===== src/rtl/cpu_pkg.sv =====
// Shared definitions for the 16-bit processor: opcodes, instruction field layout
// and the fetch FSM state encoding.
package cpu_pkg;

  localparam int INSTR_W   = 16;
  localparam int FIELD_W   = 4;
  localparam int BUF_DEPTH = 2;

  localparam int OP_LSB  = 12;
  localparam int RA_LSB  = 8;
  localparam int RB_LSB  = 4;
  localparam int IMM_LSB = 0;

  localparam logic [3:0] OP_JMP = 4'h0;
  localparam logic [3:0] OP_ADD = 4'h1;
  localparam logic [3:0] OP_SUB = 4'h2;
  localparam logic [3:0] OP_LSL = 4'h3;
  localparam logic [3:0] OP_LSR = 4'h4;
  localparam logic [3:0] OP_AND = 4'h5;
  localparam logic [3:0] OP_OR  = 4'h6;
  localparam logic [3:0] OP_XOR = 4'h7;
  localparam logic [3:0] OP_LD  = 4'h8;
  localparam logic [3:0] OP_ST  = 4'h9;
  localparam logic [3:0] OP_MOV = 4'hA;
  localparam logic [3:0] OP_BE  = 4'hB;
  localparam logic [3:0] OP_BNE = 4'hC;
  localparam logic [3:0] OP_BLT = 4'hD;
  localparam logic [3:0] OP_BGT = 4'hE;
  localparam logic [3:0] OP_CMP = 4'hF;

  typedef enum logic [1:0] {
    FS_IDLE  = 2'd0,
    FS_FETCH = 2'd1,
    FS_DROP  = 2'd2
  } fetch_state_e;

  function automatic logic [FIELD_W-1:0] instr_field(input logic [INSTR_W-1:0] word,
                                                     input int lsb);
    logic [INSTR_W-1:0] shifted;
    shifted = word >> lsb;
    return shifted[FIELD_W-1:0];
  endfunction

endpackage


===== src/rtl/instr_buffer.sv =====
// Two-entry FIFO of fetched instruction words, each tagged with its fetch address.
module instr_buffer
  import cpu_pkg::*;
#(
  parameter int              ADDR_W   = 16,
  parameter logic [ADDR_W-1:0] RESET_PC = {ADDR_W{1'b0}}
) (
  input  logic               clk_i,
  input  logic               rst_ni,
  input  logic               flush_i,
  input  logic               push_i,
  input  logic [INSTR_W-1:0] word_i,
  input  logic [ADDR_W-1:0]  pc_i,
  input  logic               pop_i,
  output logic [INSTR_W-1:0] head_word_o,
  output logic [ADDR_W-1:0]  head_pc_o,
  output logic [1:0]         count_o,
  output logic               full_o,
  output logic               empty_o
);

  logic [INSTR_W-1:0] word_q [BUF_DEPTH];
  logic [ADDR_W-1:0]  pc_q   [BUF_DEPTH];
  logic               rd_ptr_q, rd_ptr_d;
  logic               wr_ptr_q, wr_ptr_d;
  logic [1:0]         count_q, count_d;
  logic               do_push_s, do_pop_s;

  assign full_o      = (count_q == 2'd2);
  assign empty_o     = (count_q == 2'd0);
  assign count_o     = count_q;
  assign head_word_o = word_q[rd_ptr_q];
  assign head_pc_o   = pc_q[rd_ptr_q];
  assign do_push_s   = push_i & ~full_o & ~flush_i;
  assign do_pop_s    = pop_i & ~empty_o;

  // Flush wins over any push or pop in the same cycle.
  always_comb begin
    rd_ptr_d = rd_ptr_q;
    wr_ptr_d = wr_ptr_q;
    count_d  = count_q;
    if (flush_i) begin
      rd_ptr_d = 1'b0;
      wr_ptr_d = 1'b0;
      count_d  = 2'd0;
    end else begin
      rd_ptr_d = rd_ptr_q ^ do_pop_s;
      wr_ptr_d = wr_ptr_q ^ do_push_s;
      count_d  = count_q + {1'b0, do_push_s} - {1'b0, do_pop_s};
    end
  end

  always_ff @(posedge clk_i or negedge rst_ni) begin
    if (!rst_ni) begin
      rd_ptr_q <= 1'b0;
      wr_ptr_q <= 1'b0;
      count_q  <= 2'd0;
    end else begin
      rd_ptr_q <= rd_ptr_d;
      wr_ptr_q <= wr_ptr_d;
      count_q  <= count_d;
    end
  end

  always_ff @(posedge clk_i or negedge rst_ni) begin
    if (!rst_ni) begin
      for (int i = 0; i < BUF_DEPTH; i++) begin
        word_q[i] <= {INSTR_W{1'b0}};
        pc_q[i]   <= RESET_PC;
      end
    end else if (do_push_s) begin
      word_q[wr_ptr_q] <= word_i;
      pc_q[wr_ptr_q]   <= pc_i;
    end
  end

endmodule


===== src/rtl/fetch_unit.sv =====
// Instruction fetch and issue: owns the fetch PC, runs the memory request FSM and
// presents the head of the prefetch buffer split into instruction fields.
module fetch_unit
  import cpu_pkg::*;
#(
  parameter int                ADDR_W   = 16,
  parameter logic [ADDR_W-1:0] RESET_PC = {ADDR_W{1'b0}}
) (
  input  logic               clk,
  input  logic               reset,
  input  logic               en,
  output logic               imem_req,
  output logic [ADDR_W-1:0]  imem_addr,
  input  logic               imem_ack,
  input  logic [INSTR_W-1:0] imem_rdata,
  output logic               instr_valid,
  input  logic               instr_ready,
  output logic [FIELD_W-1:0] op,
  output logic [FIELD_W-1:0] ra,
  output logic [FIELD_W-1:0] rb,
  output logic [FIELD_W-1:0] imm4,
  output logic [ADDR_W-1:0]  pc,
  input  logic               branch_en,
  input  logic [ADDR_W-1:0]  branch_target
);

  fetch_state_e       state_q;
  logic               imem_req_q;
  logic [ADDR_W-1:0]  imem_addr_q;
  logic [ADDR_W-1:0]  fetch_pc_q;

  logic               ack_s, push_s, pop_s, room_s;
  logic [ADDR_W-1:0]  redirect_pc_s, after_ack_pc_s;
  logic [INSTR_W-1:0] head_word_s;
  logic [ADDR_W-1:0]  head_pc_s;
  logic [1:0]         count_s;
  logic               full_s, empty_s;

  assign ack_s          = imem_req_q & imem_ack;
  assign pop_s          = ~empty_s & instr_ready;
  assign push_s         = (state_q == FS_FETCH) & ack_s & ~branch_en;
  assign redirect_pc_s  = branch_en ? branch_target : fetch_pc_q;
  assign after_ack_pc_s = branch_en ? branch_target
                                    : fetch_pc_q + {{(ADDR_W-1){1'b0}}, 1'b1};

  // A redirect empties the buffer, so it always leaves room for the next request.
  always_comb begin
    room_s = 1'b0;
    if (branch_en) begin
      room_s = 1'b1;
    end else if (push_s) begin
      room_s = (count_s == 2'd0) || ((count_s == 2'd1) && pop_s);
    end else begin
      room_s = ~full_s || pop_s;
    end
  end

  always_ff @(posedge clk or negedge reset) begin
    if (!reset) begin
      state_q     <= FS_IDLE;
      imem_req_q  <= 1'b0;
      imem_addr_q <= RESET_PC;
      fetch_pc_q  <= RESET_PC;
    end else begin
      case (state_q)
        FS_IDLE: begin
          fetch_pc_q <= redirect_pc_s;
          if (en && room_s) begin
            state_q     <= FS_FETCH;
            imem_req_q  <= 1'b1;
            imem_addr_q <= redirect_pc_s;
          end else begin
            state_q    <= FS_IDLE;
            imem_req_q <= 1'b0;
          end
        end
        FS_FETCH: begin
          if (ack_s) begin
            fetch_pc_q <= after_ack_pc_s;
            if (en && room_s) begin
              state_q     <= FS_FETCH;
              imem_req_q  <= 1'b1;
              imem_addr_q <= after_ack_pc_s;
            end else begin
              state_q    <= FS_IDLE;
              imem_req_q <= 1'b0;
            end
          end else if (branch_en) begin
            // Request stays up at the old address; its data is thrown away in DROP.
            state_q    <= FS_DROP;
            fetch_pc_q <= branch_target;
          end else begin
            state_q <= FS_FETCH;
          end
        end
        FS_DROP: begin
          fetch_pc_q <= redirect_pc_s;
          if (ack_s) begin
            if (en && room_s) begin
              state_q     <= FS_FETCH;
              imem_req_q  <= 1'b1;
              imem_addr_q <= redirect_pc_s;
            end else begin
              state_q    <= FS_IDLE;
              imem_req_q <= 1'b0;
            end
          end else begin
            state_q <= FS_DROP;
          end
        end
        default: begin
          state_q    <= FS_IDLE;
          imem_req_q <= 1'b0;
        end
      endcase
    end
  end

  instr_buffer #(
    .ADDR_W   (ADDR_W),
    .RESET_PC (RESET_PC)
  ) u_buf (
    .clk_i       (clk),
    .rst_ni      (reset),
    .flush_i     (branch_en),
    .push_i      (push_s),
    .word_i      (imem_rdata),
    .pc_i        (imem_addr_q),
    .pop_i       (pop_s),
    .head_word_o (head_word_s),
    .head_pc_o   (head_pc_s),
    .count_o     (count_s),
    .full_o      (full_s),
    .empty_o     (empty_s)
  );

  assign imem_req    = imem_req_q;
  assign imem_addr   = imem_addr_q;
  assign instr_valid = ~empty_s;
  assign pc          = head_pc_s;
  assign op          = instr_field(head_word_s, OP_LSB);
  assign ra          = instr_field(head_word_s, RA_LSB);
  assign rb          = instr_field(head_word_s, RB_LSB);
  assign imm4        = instr_field(head_word_s, IMM_LSB);

endmodule


===== config.mk =====
export PLATFORM = sky130hd
export DESIGN_NAME = fetch_unit
export DESIGN_NICKNAME = d
export VERILOG_FILES = /design/src/rtl/cpu_pkg.sv /design/src/rtl/instr_buffer.sv /design/src/rtl/fetch_unit.sv
export SDC_FILE = /design/constraint.sdc
export NUM_CORES = 1
export LEC_CHECK = 0
export ABC_AREA = 1
export BUFFER_PORTS_ARGS = -buffer_cell sky130_fd_sc_hd__buf_2
export CORE_MARGIN = 3
export CORE_UTILIZATION = 55
export DETAILED_ROUTE_END_ITERATION = 16
export PLACE_DENSITY = 0.78
export SLEW_MARGIN = 30
export SYNTH_ARGS = -nofsm -noshare
export SYNTH_HDL_FRONTEND = slang
export SYNTH_SLANG_ARGS = --single-unit

===== constraint.sdc =====
create_clock -name clk -period 2.5 [get_ports clk]
set_clock_uncertainty 0.1 [all_clocks]
set_input_delay 0.125 -clock clk [delete_from_list [all_inputs] [get_ports clk]]
set_output_delay 0.125 -clock clk [all_outputs]
set_load 0.02 [all_outputs]

# == After elaboration in Yosys (flattened, before gate mapping) ==
# Index checks and enable logic that the tools add are counted.
# Widths: inputs -> output; s select.
# op_classes
addsub,3
magnitude_cmp,3
eq_ne,8
n_mux,32
bitwise_logic,14
n_reduce_logical,12
# ops
operator,count
$mux 16,14
$bwmux 32,2
$pmux 16 s3,1
$pmux 16 s2,1
$add 16x1->16 const B,1
$demux 16 s1,1
$mux 2,4
$and 1x1->1,7
$mux 1,7
$pmux 2 s3,1
$eq 2x1->1 const B,2
$eq 2x2->1 const B,2
$ge 2x2->1 const B,2
$logic_not 2->1,2
$ne 2x1->1 const B,2
$ne 2x2->1 const B,2
$not 1->2,2
$reduce_and 4->1,1
$reduce_or 2->1,2
$logic_and 1x1->1,3
$not 1->1,3
$reduce_bool 3->1,1
$add 2x1->2,1
$logic_or 1x1->1,2
other kinds (5),6
# totals
reg_bits,103
inputBits,38
output_inout_bits,50
word_cells,83

# == Depth between registers and ports, before layout ==
# Gate-level depths: netlist of the first run.
# depth
depth_word,11
mapped_depth,13

# == Cells and area by module ==
# A second synthesis of the first run with hierarchy kept.
# hier_totals
hier_cells,684
area_unflattened_um2,5614.1
# modules_own_cells
module,n_inst,cells_per_inst,area_each_um2,seq_area_each_um2
instr_buffer,1,309,3150.5,1701.6
fetch_unit,1,375,2463.6,875.8

# == Worst setup path after synthesis of the first run ==
# No wires, ideal clock.
# synth_path
path_kind,reg2reg
start,register state_q[1]
end,register u_buf.word_q[0] (netlist bit)
setup_time_ns,0.125
t_arrival_ns,1.969
required_ns,2.275
slack_ns,0.306
path_stages_with_launch,12
n_path_buf,3
synth_period_minus_slack_ns,2.194
cell_sequence,dfrtp_1 -> inv_1 -> ha_1 -> buf_6 -> inv_2 -> nor2_2 -> nand2_2 -> a21oi_1 -> ha_1 -> buf_2 -> buf_2 -> mux2_2
# synth_via
elab_chain_cells,5
# synth_rtl
element,line,source
from (decl),fetch_unit.sv:27,fetch_state_e state_q;
from (signal assigned),fetch_unit.sv:60,state_q <= FS_IDLE;
from (signal assigned),fetch_unit.sv:69,state_q <= FS_FETCH;
from (signal assigned),fetch_unit.sv:73,state_q <= FS_IDLE;
$eq 2x1->1,fetch_unit.sv:41,assign push_s = (state_q == FS_FETCH) & ack_s & ~branch_en;
$and 1x1->1 (2 in series),fetch_unit.sv:41,
$and 1x1->1 (2 in series),instr_buffer.sv:34,assign do_push_s = push_i & ~full_o & ~flush_i;
"to (signal, indexed assignment)",instr_buffer.sv:68,word_q[i] <= {INSTR_W{1'b0}};
"to (signal, indexed assignment)",instr_buffer.sv:72,word_q[wr_ptr_q] <= word_i;
to (decl),instr_buffer.sv:22,logic [INSTR_W-1:0] word_q [BUF_DEPTH];
# No other way between the ends.
# A chain may end at the register's enable or synchronous reset.

# == Worst setup path after layout of the first run ==
# layout_path
start,register state_q[1]
end,register u_buf.word_q[1] (netlist bit)
# The elaborated chain is that of the path after synthesis.

==> run summary, run 1 <==
Synth Area in Compound Gates -> 12.97%
Hold Fails Final Rpt -> 0
Worst R2R Start -> state_q[1]
routability cong. -> 0.8716
Layout Utilization -> 67.57%
# DRC -> 0
syn nets -> 727
#FFs+latches synth -> 103
RSZ-0062 raised after global routing -> false
Worst-path clk slew -> 0.11 ns
CTS tree -> done
Slew Limit Fails -> 0
post-synthesis mux area share -> 6.174%
CP max FO -> 35
H-tree depth -> 3
Crit path required time -> 2.65 ns
Endpoint, Worst Hold -> imem_req
Synth Area in Adders -> 2.295%
Leak -> 0.003235 uW
Seq/Total Area, Yosys -> 47.28%
vias per cell -> 5.252
Post-Syn Area -> 5451 sq um
total die area -> 11,140 sq um
crit end category -> flop
post-DP HPWL -> 8958 um
routed vias -> 4,764
most frequent cell after synthesis -> nand2_1
area leader, netlist -> dfrtp_1
Synth cell types -> 36
worst slew pin tran -> 0.6712 ns
Final #Nets -> 821
DRT iter0 DRCs -> 255
pre-CTS WS -> 0.3269 ns
Max IR drop VDD -> 0.5482 mV
pin count of the biggest net entering global routing -> 65
ant diodes -> 0
R2R Path End -> u_buf.word_q[1]
Core ar. -> 9415 sq um
Final period util -> 89.08%
Port Buffer Count -> 87
Area after DPL -> 5977 sq um
fin cells -> 907
Std-Cell Rows -> 35
post-route cell area -> 6362 sq um
WL per Instance -> 14.30 um
cell depth of the worst flop-to-flop path -> 9
post-route ant nets -> 0
clock sink total -> 103
Setup WS post-layout -> 0.2729 ns
FF-to-FF setup slack -> 0.27 ns
Post-CTS Setup Bufs -> 0
initial antenna violation count -> 0
Avg Inst Size Synth -> 8.029 sq um
EDFF count, synth -> 0
Post-Place Cells -> 873
top post-synthesis cells by count -> nand2_1, dfrtp_1, o21ai_0, inv_1, nor2_1
GRT overflow -> 0
Pre-antenna DRT Iters -> 5
largest family of logic cells by synthesized area -> simple AND/OR/NAND/NOR gates
Inserted Clock Buffers -> 9
area delta synth->final -> 16.71%
top achievable clock speed -> 449.0 MHz
CP arrival -> 2.37 ns
Max-slew headroom -> 55.25%
clk_lat worst skew -> 0.37 ns
synth warn -> 0
Post-Route Setup TNS -> 0 ns
clock tree buffer depth -> 2
PwrDens -> 1175 nW/um^2
WS Path Type -> reg2reg
GRT Total Usage -> 23.89%
Synth Area in Simple Gates -> 21.85%
Die H -> 105.6 um
Most used DFF post-synth -> dfrtp_1
Synth area leaders -> dfrtp_1, nand2_1, o21ai_0
die width -> 105.6 um
share of the synthesized area in the top cell type -> 47.28%
I/O pin total -> 88
outcome -> finished, final reports clean
Final setup viols -> 0
WHS Path Cells -> 5
global-route wire length before repair -> 21,790 um
Initial Util -> 57.90%
worst hold start -> en
min Tclk post-route -> 2.227 ns
crit path launch type -> flop
async set-reset flop share out of synthesis -> 100.0%
number of max-cap violations -> 0
post-synthesis xor/xnor area fraction -> 0.4820%
Hold Crit Class -> in2reg
Routed WL -> 12,970 um
synthesized instance count -> 679
Root Buffer Master -> clkbuf_8
share of cells above drive strength 1 -> 21.98%
vias in the first global route -> 4,665
[metrics by stage]
stage	total power (uW)	hold WS, ns
after floorplan	5254	-0.2706
after global placement	6205	0.09929
after detailed placement	6370	0.1079
after CTS	7491	0.01984
after global routing	8048	0.05541
final	7474	0.03356
[registers in the layout (all words and copies together) (netlist names)]
signal          cells
u_buf.pc_q         32
u_buf.word_q       32
fetch_pc_q         16
imem_addr          16
state_q             2
u_buf.count_o       2
imem_req            1
u_buf.rd_ptr_q      1
u_buf.wr_ptr_q      1
[metal layers]
| layer | vias to the layer above | share of wire [%] | global-route usage [%] |
|---|---|---|---|
| met3 | 19 | 6.1 | 4.225 |
| met2 | 159 | 47 | 38.89 |
| met5 | - | 0 | 0 |
| met4 | 0 | 1.8 | 7.493 |
| met1 | 2245 | 46 | 32.75 |
| li1 | 2341 | - | - |
[how the worst max path moves through the flow]
| stage | startpoint | endpoint | slack (ns) | depth (start not counted) |
|---|---|---|---|---|
| after floorplan | state_q[1] | u_buf.word_q[0] | 0.31 | 11 |
| after global placement | state_q[1] | u_buf.word_q[4] | 0.42 | 9 |
| after detailed placement | state_q[1] | u_buf.word_q[1] | 0.33 | 9 |
| after CTS | state_q[1] | u_buf.word_q[1] | 0.29 | 9 |
| after global routing | state_q[1] | u_buf.pc_q[9] | 0.13 | 9 |
| final | state_q[1] | u_buf.word_q[1] | 0.27 | 9 |
[worst max-delay path: stages (launching register included)]
cell and delay (ns):
dfrtp_1 0.44, inv_1 0.09, ha_1 0.19, inv_2 0.05, nor2_2 0.08, nand2_2 0.05, a21oi_1 0.25, ha_1 0.25
buf_12 0.22, mux2_2 0.36
[cell type report]
cell class	instances	area (sq um)
Tap cell	129	161.4
Clock inverter	6	77.57
Sequential cell	103	2579
Inverter	78	295.3
Fill cell	770	3053
Multi-Input combinational cell	464	2389
Clock buffer	10	127.6
Timing Repair Buffer	117	733.2
[layout by cell type (no fill, tap or decap), types with 11 or more instances in the layout]
cell type	count
a21oi_1	15
buf_2	86
buf_4	11
dfrtp_1	102
dlygate4sd3_1	18
inv_1	75
mux2_2	29
nand2_1	214
nand3_1	20
nor2_1	35
o21ai_0	84
o21ai_1	15
[where the power goes]
group	internal [uW]	leakage, uW	total, uW	switching, uW
Clock	481	0.000101	1080	601
Combinational	1190	0.00183	3520	2330
Sequential	2350	0.00130	2870	524
[kinds of logic (layout without fill, tap and decap cells)]
| group | count (synthesis) | after routing |
|---|---|---|
| simple gates | 290 | 290 |
| compound gates | 131 | 131 |
| buf+inv | 112 | 211 |
| flops | 103 | 103 |
| mux | 30 | 30 |
| fa+ha+maj | 10 | 10 |
| xor+xnor | 3 | 3 |
[what timing repair did]
item                                    in CTS  in global routing
gates resized for setup                      0                  0
endpoints found under the setup margin       0                  0
hold buffers                                18                  0
endpoints found under the hold margin       83                  0
Power figures use the tool's default switching activity.
==> inputs of run 2 (changes only) <==
RECOVER_POWER = 25   (was not set)
==> run 2 against run 1 <==
Power down 0.17%. Wire length down 0.14%. Critical path depth stayed put. Design area is 0.22% lower. Cell count did not move. Sequential power barely moved. Non-clock buffer count stayed put. Count of clock-buffer cells in the layout is the same. Clock power about the same.
==> run summary, run 2 (same netlist as run 1, synthesis figures left out) <==
vias in the first global route -> 4,665 (unchanged)
Routed WL -> 12,950 um (-0.14%)
Root Buffer Master -> clkbuf_8
GRT Total Usage -> 23.89% (unchanged)
RSZ-0062 raised after global routing -> false
GRT overflow -> 0 (unchanged)
post-route cell area -> 6349 sq um (-0.22%)
# DRC -> 0 (unchanged)
crit end category -> flop
Port Buffer Count -> 87 (unchanged)
Pre-antenna DRT Iters -> 4 (-1)
WS Path Type -> reg2reg
Worst-path clk slew -> 0.11 ns (about the same)
routability cong. -> 0.8716 (unchanged)
most frequent cells in the layout -> nand2_1, dfrtp_1, o21ai_0
registers with the most flip-flops -> u_buf.pc_q (32), u_buf.word_q (32)
worst hold start -> en
share of cells above drive strength 1 -> 21.08% (-0.90 points)
Area after DPL -> 5977 sq um (unchanged)
most used cell, CP -> ha_1
Crit path required time -> 2.65 ns (about the same)
crit path launch type -> flop
Slew Limit Fails -> 0 (unchanged)
CP arrival -> 2.38 ns (about the same)
Initial Util -> 57.90% (unchanged)
I/O pin total -> 88 (unchanged)
Hold Fails Final Rpt -> 0 (unchanged)
Final setup viols -> 0 (unchanged)
DRT iter0 DRCs -> 266 (+4.3%)
Post-Route Setup TNS -> 0 ns (unchanged)
Std-Cell Rows -> 35 (unchanged)
clock tree buffer depth -> 2 (unchanged)
crit path from -> state_q[1]
ant diodes -> 0 (unchanged)
Max IR drop VDD -> 0.5470 mV (-0.21%)
Resized cells post-CTS -> 0 (unchanged)
worst slew pin tran -> 1.298 ns (+0.6265 ns)
post-DP HPWL -> 8958 um (unchanged)
Max-slew headroom -> 13.49% (-42 points)
CTS tree -> done
Final period util -> 88.99% (-0.091 points)
Setup WS post-layout -> 0.2752 ns (+0.002278 ns)
global-route wire length before repair -> 21,790 um (unchanged)
Cell Chain, Critical Path -> inv_1 -> ha_1 -> inv_2 -> nor2_2 -> nand2_2 -> a21oi_1 -> ha_1 -> buf_12 -> mux2_2
die width -> 105.6 um (unchanged)
PwrDens -> 1175 nW/um^2 (about the same)
clk_lat worst skew -> 0.37 ns (about the same)
WHS -> 0.03305 ns (-0.0005149 ns)
vias per cell -> 5.236 (-0.31%)
area delta synth->final -> 16.46%
pre-CTS WS -> 0.3269 ns (unchanged)
top achievable clock speed -> 449.5 MHz (+0.10%)
Leak -> 0.003212 uW (-0.69%)
buffer and inverter count on the worst path -> 3 (unchanged)
number of max-cap violations -> 0 (unchanged)
clock sink total -> 103 (unchanged)
cell family with most CP delay -> flip-flops
Filler cells -> 770 (unchanged)
most common cell after layout, fill and taps aside -> nand2_1
initial antenna violation count -> 0 (unchanged)
Worst R2R Start -> state_q[1]
slowest CP cell -> dfrtp_1
total die area -> 11,140 sq um (unchanged)
Inserted Clock Buffers -> 9 (unchanged)
Hold Crit Class -> in2reg
CP max FO -> 35 (unchanged)
H-tree depth -> 3 (unchanged)
Die H -> 105.6 um (unchanged)
Final #Nets -> 821 (unchanged)
crit-path max cell delay -> 0.44 ns (about the same)
routed vias -> 4,749 (-0.31%)
min Tclk post-route -> 2.225 ns (-0.002278 ns)
pin count of the biggest net entering global routing -> 65 (unchanged)
post-route ant nets -> 0 (unchanged)
WL per Instance -> 14.28 um (-0.14%)
Core ar. -> 9415 sq um (unchanged)
outcome -> finished, final reports clean
## run 2: changes by cell type in the layout (fill, tap and decap cells not counted)
cell      change
clkbuf_1      +7
buf_2         -6
buf_4         -2
clkbuf_2      +1
## run 2: path summary, 6_finish.rpt
check / depth (start not counted) / slack, ns / to
worst max-delay path: 9 / 0.28 / u_buf.word_q[3]
worst min-delay path: 5 / 0.03 / imem_req
worst max register to register: 9 / 0.28 / u_buf.word_q[3]
min in group asynchronous: 2 / 0.47 / u_buf.word_q[14]
max in group asynchronous: 3 / 0.58 / imem_addr[5]
worst min register to register: 2 / 0.41 / u_buf.pc_q[24]
## run 2: worst min-delay path: cells and delay by family
| kind | cells | cell delay, ns |
|---|---|---|
| compound gates | 1 | 0.05 |
| simple gates | 2 | 0.16 |
| buf+inv | 2 | 0.15 |
## run 2: power by group
part | switching [uW] | internal [uW] | total (uW)
Clock | 603 | 481 | 1080
Combinational | 2320 | 1180 | 3500
Sequential | 524 | 2350 | 2870
Total | 3450 | 4010 | 7460
## run 2: metal layers
layer  vias up  global-route usage, %  part of all wire (%)
met5         -                      0                     0
met4         0                  7.493                   1.8
met3        21                  4.225                   5.9
met2       142                  38.89                    47
met1      2245                  32.75                    46
li1       2341                      -                     -
## run 2: area by class of cell
| type | count | area (sq um) | share of cell area (%) |
|---|---|---|---|
| clock inverters | 6 | 77.57 | 1.222 |
| flip-flops and latches | 103 | 2579 | 40.62 |
| inverters | 78 | 295.3 | 4.651 |
| multi-input cells | 464 | 2389 | 37.62 |
| clock buffers | 10 | 127.6 | 2.010 |
| repair buffers | 117 | 719.4 | 11.33 |
| well taps | 129 | 161.4 | 2.542 |
## run 2: repair_timing
action	4_1_cts	5_1_grt
buffers inserted	0	0
hold buffers	18	0
endpoints found under the hold margin	83	0
## run 2: through the flow
stage / power (uW) / cells / utilization [%]
global placement: 6205 / 873 / 63.48
CTS: 7491 / 907 / 67.57
finish: 7461 / 907 / 67.43
floorplan: 5254 / 679 / -
detailed placement: 6370 / 873 / 63.48
global route: 8036 / 907 / 67.43
==> inputs of run 3 (changes only) <==
CTS_BUF_LIST = sky130_fd_sc_hd__clkbuf_4 sky130_fd_sc_hd__clkbuf_8   (was not set)
clock period = 2.4 ns   (was 2.5 ns; I/O delays follow)
==> run 3 against run 2 <==
Sequential power is 5% higher. Clock power up 7%. Worst hold slack got worse by 0.013 ns. Global-route usage shrank 0.52 points. First-iteration DRC count is 14% lower. Sequential share of layout area shrank 0.18 points. Critical path depth is the same. Power increased by 4.6%. Design area up 0.43%. Via count is 0.51% lower. Register-to-register slack got worse by 0.07 ns. Worst setup slack worse by 0.072 ns. Largest cell class unchanged. Highest routed layer unchanged.
==> run summary, run 3 (same netlist as run 1, synthesis figures left out) <==
outcome -> finished, final reports clean
H-tree depth -> 3 (unchanged)
# DRC -> 0 (unchanged)
Leak -> 0.003240 uW (+0.87%)
crit end category -> flop
registers with the most flip-flops -> u_buf.pc_q (32), u_buf.word_q (32)
ant diodes -> 0 (unchanged)
pin count of the biggest net entering global routing -> 65 (unchanged)
I/O pin total -> 88 (unchanged)
most used cell, CP -> ha_1
FF-to-FF setup slack -> 0.20 ns (-0.07 ns)
Initial Util -> 57.90% (unchanged)
routability cong. -> 0.8967 (+2.9%)
WL met2 -> 5805 um (-3.7%)
Root Buffer Master -> clkbuf_8
Std-Cell Rows -> 35 (unchanged)
global-route wire length before repair -> 21,380 um (-1.9%)
initial antenna violation count -> 0 (unchanged)
CP arrival -> 2.36 ns (-0.02 ns)
Routed WL -> 12,560 um (-3.1%)
Resized cells post-CTS -> 0 (unchanged)
die width -> 105.6 um (unchanged)
Worst R2R Start -> state_q[1]
GRT Total Usage -> 23.37% (-0.52 points)
vias in the first global route -> 4,539 (-2.7%)
Cell Chain, Critical Path -> inv_1 -> ha_1 -> inv_2 -> nor2_2 -> nand2_2 -> a21oi_1 -> ha_1 -> buf_12 -> mux2_2
CTS Hold Bufs -> 18 (unchanged)
worst hold start -> en
crit-path max cell delay -> 0.43 ns (about the same)
clk_lat worst skew -> 0.37 ns (about the same)
WL per Instance -> 13.83 um (-3.2%)
min Tclk post-route -> 2.197 ns (-0.02757 ns)
number of max-cap violations -> 0 (unchanged)
slowest CP cell -> dfrtp_1
total die area -> 11,140 sq um (unchanged)
DRT iter0 DRCs -> 228 (-14%)
CP max FO -> 35 (unchanged)
Slew Limit Fails -> 0 (unchanged)
Hold Fails Final Rpt -> 0 (unchanged)
Pre-antenna DRT Iters -> 5 (+1)
crit path launch type -> flop
Max-slew headroom -> 18.47% (+5.0 points)
Core ar. -> 9415 sq um (unchanged)
routed vias -> 4,725 (-0.51%)
Max IR drop VDD -> 0.4472 mV (-18%)
Worst-path clk slew -> 0.10 ns (about the same)
Final period util -> 91.55% (+2.6 points)
CTS tree -> done
WL met1 -> 5751 um (-3.0%)
metal3 WL -> 725 um (-5.0%)
Post-Route Setup TNS -> 0 ns (unchanged)
PwrDens -> 1223 nW/um^2 (+4.1%)
most frequent cells in the layout -> nand2_1, dfrtp_1, buf_2
Final #Nets -> 822 (+0.12%)
Top Metal Used -> met4
most common cell after layout, fill and taps aside -> nand2_1
WS Path Type -> reg2reg
vias per cell -> 5.204 (-0.61%)
GRT overflow -> 0 (unchanged)
crit path from -> state_q[1]
RSZ-0062 raised after global routing -> false
Inserted Clock Buffers -> 9 (unchanged)
Post-CTS Setup Bufs -> 0 (unchanged)
area delta synth->final -> 16.96%
share of cells above drive strength 1 -> 22.21% (+1.1 points)
Port Buffer Count -> 87 (unchanged)
post-DP HPWL -> 8775 um (-2.0%)
Die H -> 105.6 um (unchanged)
worst slew pin tran -> 1.223 ns (-0.07469 ns)
clock sink total -> 103 (unchanged)
Hold Crit Class -> in2reg
Crit path required time -> 2.56 ns (-0.09 ns)
clock tree buffer depth -> 2 (unchanged)
Layout Utilization -> 67.72% (+0.29 points)
top achievable clock speed -> 455.1 MHz (+1.3%)
Final setup viols -> 0 (unchanged)
post-route ant nets -> 0 (unchanged)
[run 3: worst paths after layout]
kind	to	cells after the start
min in group asynchronous	u_buf.pc_q[21]	2
max in group asynchronous	u_buf.pc_q[27]	3
setup reg to reg	u_buf.word_q[15]	9
hold / removal	imem_req	5
setup / recovery	u_buf.word_q[15]	9
hold reg to reg	u_buf.pc_q[24]	2
[run 3: cell type report]
cell class                 instances  area (sq um)
multi-input combinational        464          2389
tap                              129         161.4
sequential                       103          2579
fill                             761          3039
timing repair buffer             118         738.2
clock inverter                     6         76.32
inverter                          78         295.3
clock buffer                      10         137.6
[run 3: where the power goes]
group / internal, uW / switching [uW]
logic: 1250 / 2380
registers: 2450 / 567
clock network: 527 / 632
[run 3: metrics by stage]
| stage | power, uW | setup slack, ns | cells | area (sq um) | hold slack [ns] |
|---|---|---|---|---|---|
| 3_5_place_dp | 6627 | 0.2098 | 874 | 5997 | 0.08439 |
| 6_report | 7801 | 0.2028 | 908 | 6376 | 0.02033 |
| 4_1_cts | 7826 | 0.1877 | 908 | 6391 | 0.007761 |
| 5_1_grt | 8421 | 0.009327 | 908 | 6376 | 0.05029 |
| 2_1_floorplan | 5473 | 0.2057 | 679 | 5451 | -0.2756 |
| 3_3_place_gp | 6476 | 0.3120 | 874 | 5997 | 0.08124 |
[run 3: critical path: cells and delay by family, from the launching register on]
kind	cells	cell delay, ns
flops	1	0.43
buf+inv	3	0.37
simple gates	2	0.15
fa+ha+maj	2	0.44
compound gates	1	0.22
mux	1	0.36
[run 3: metal layers]
layer / global-route usage, % / up-vias
met5: 0 / -
met4: 8.048 / 0
met3: 3.552 / 25
met2: 37.16 / 155
met1: 32.89 / 2195
li1: - / 2350
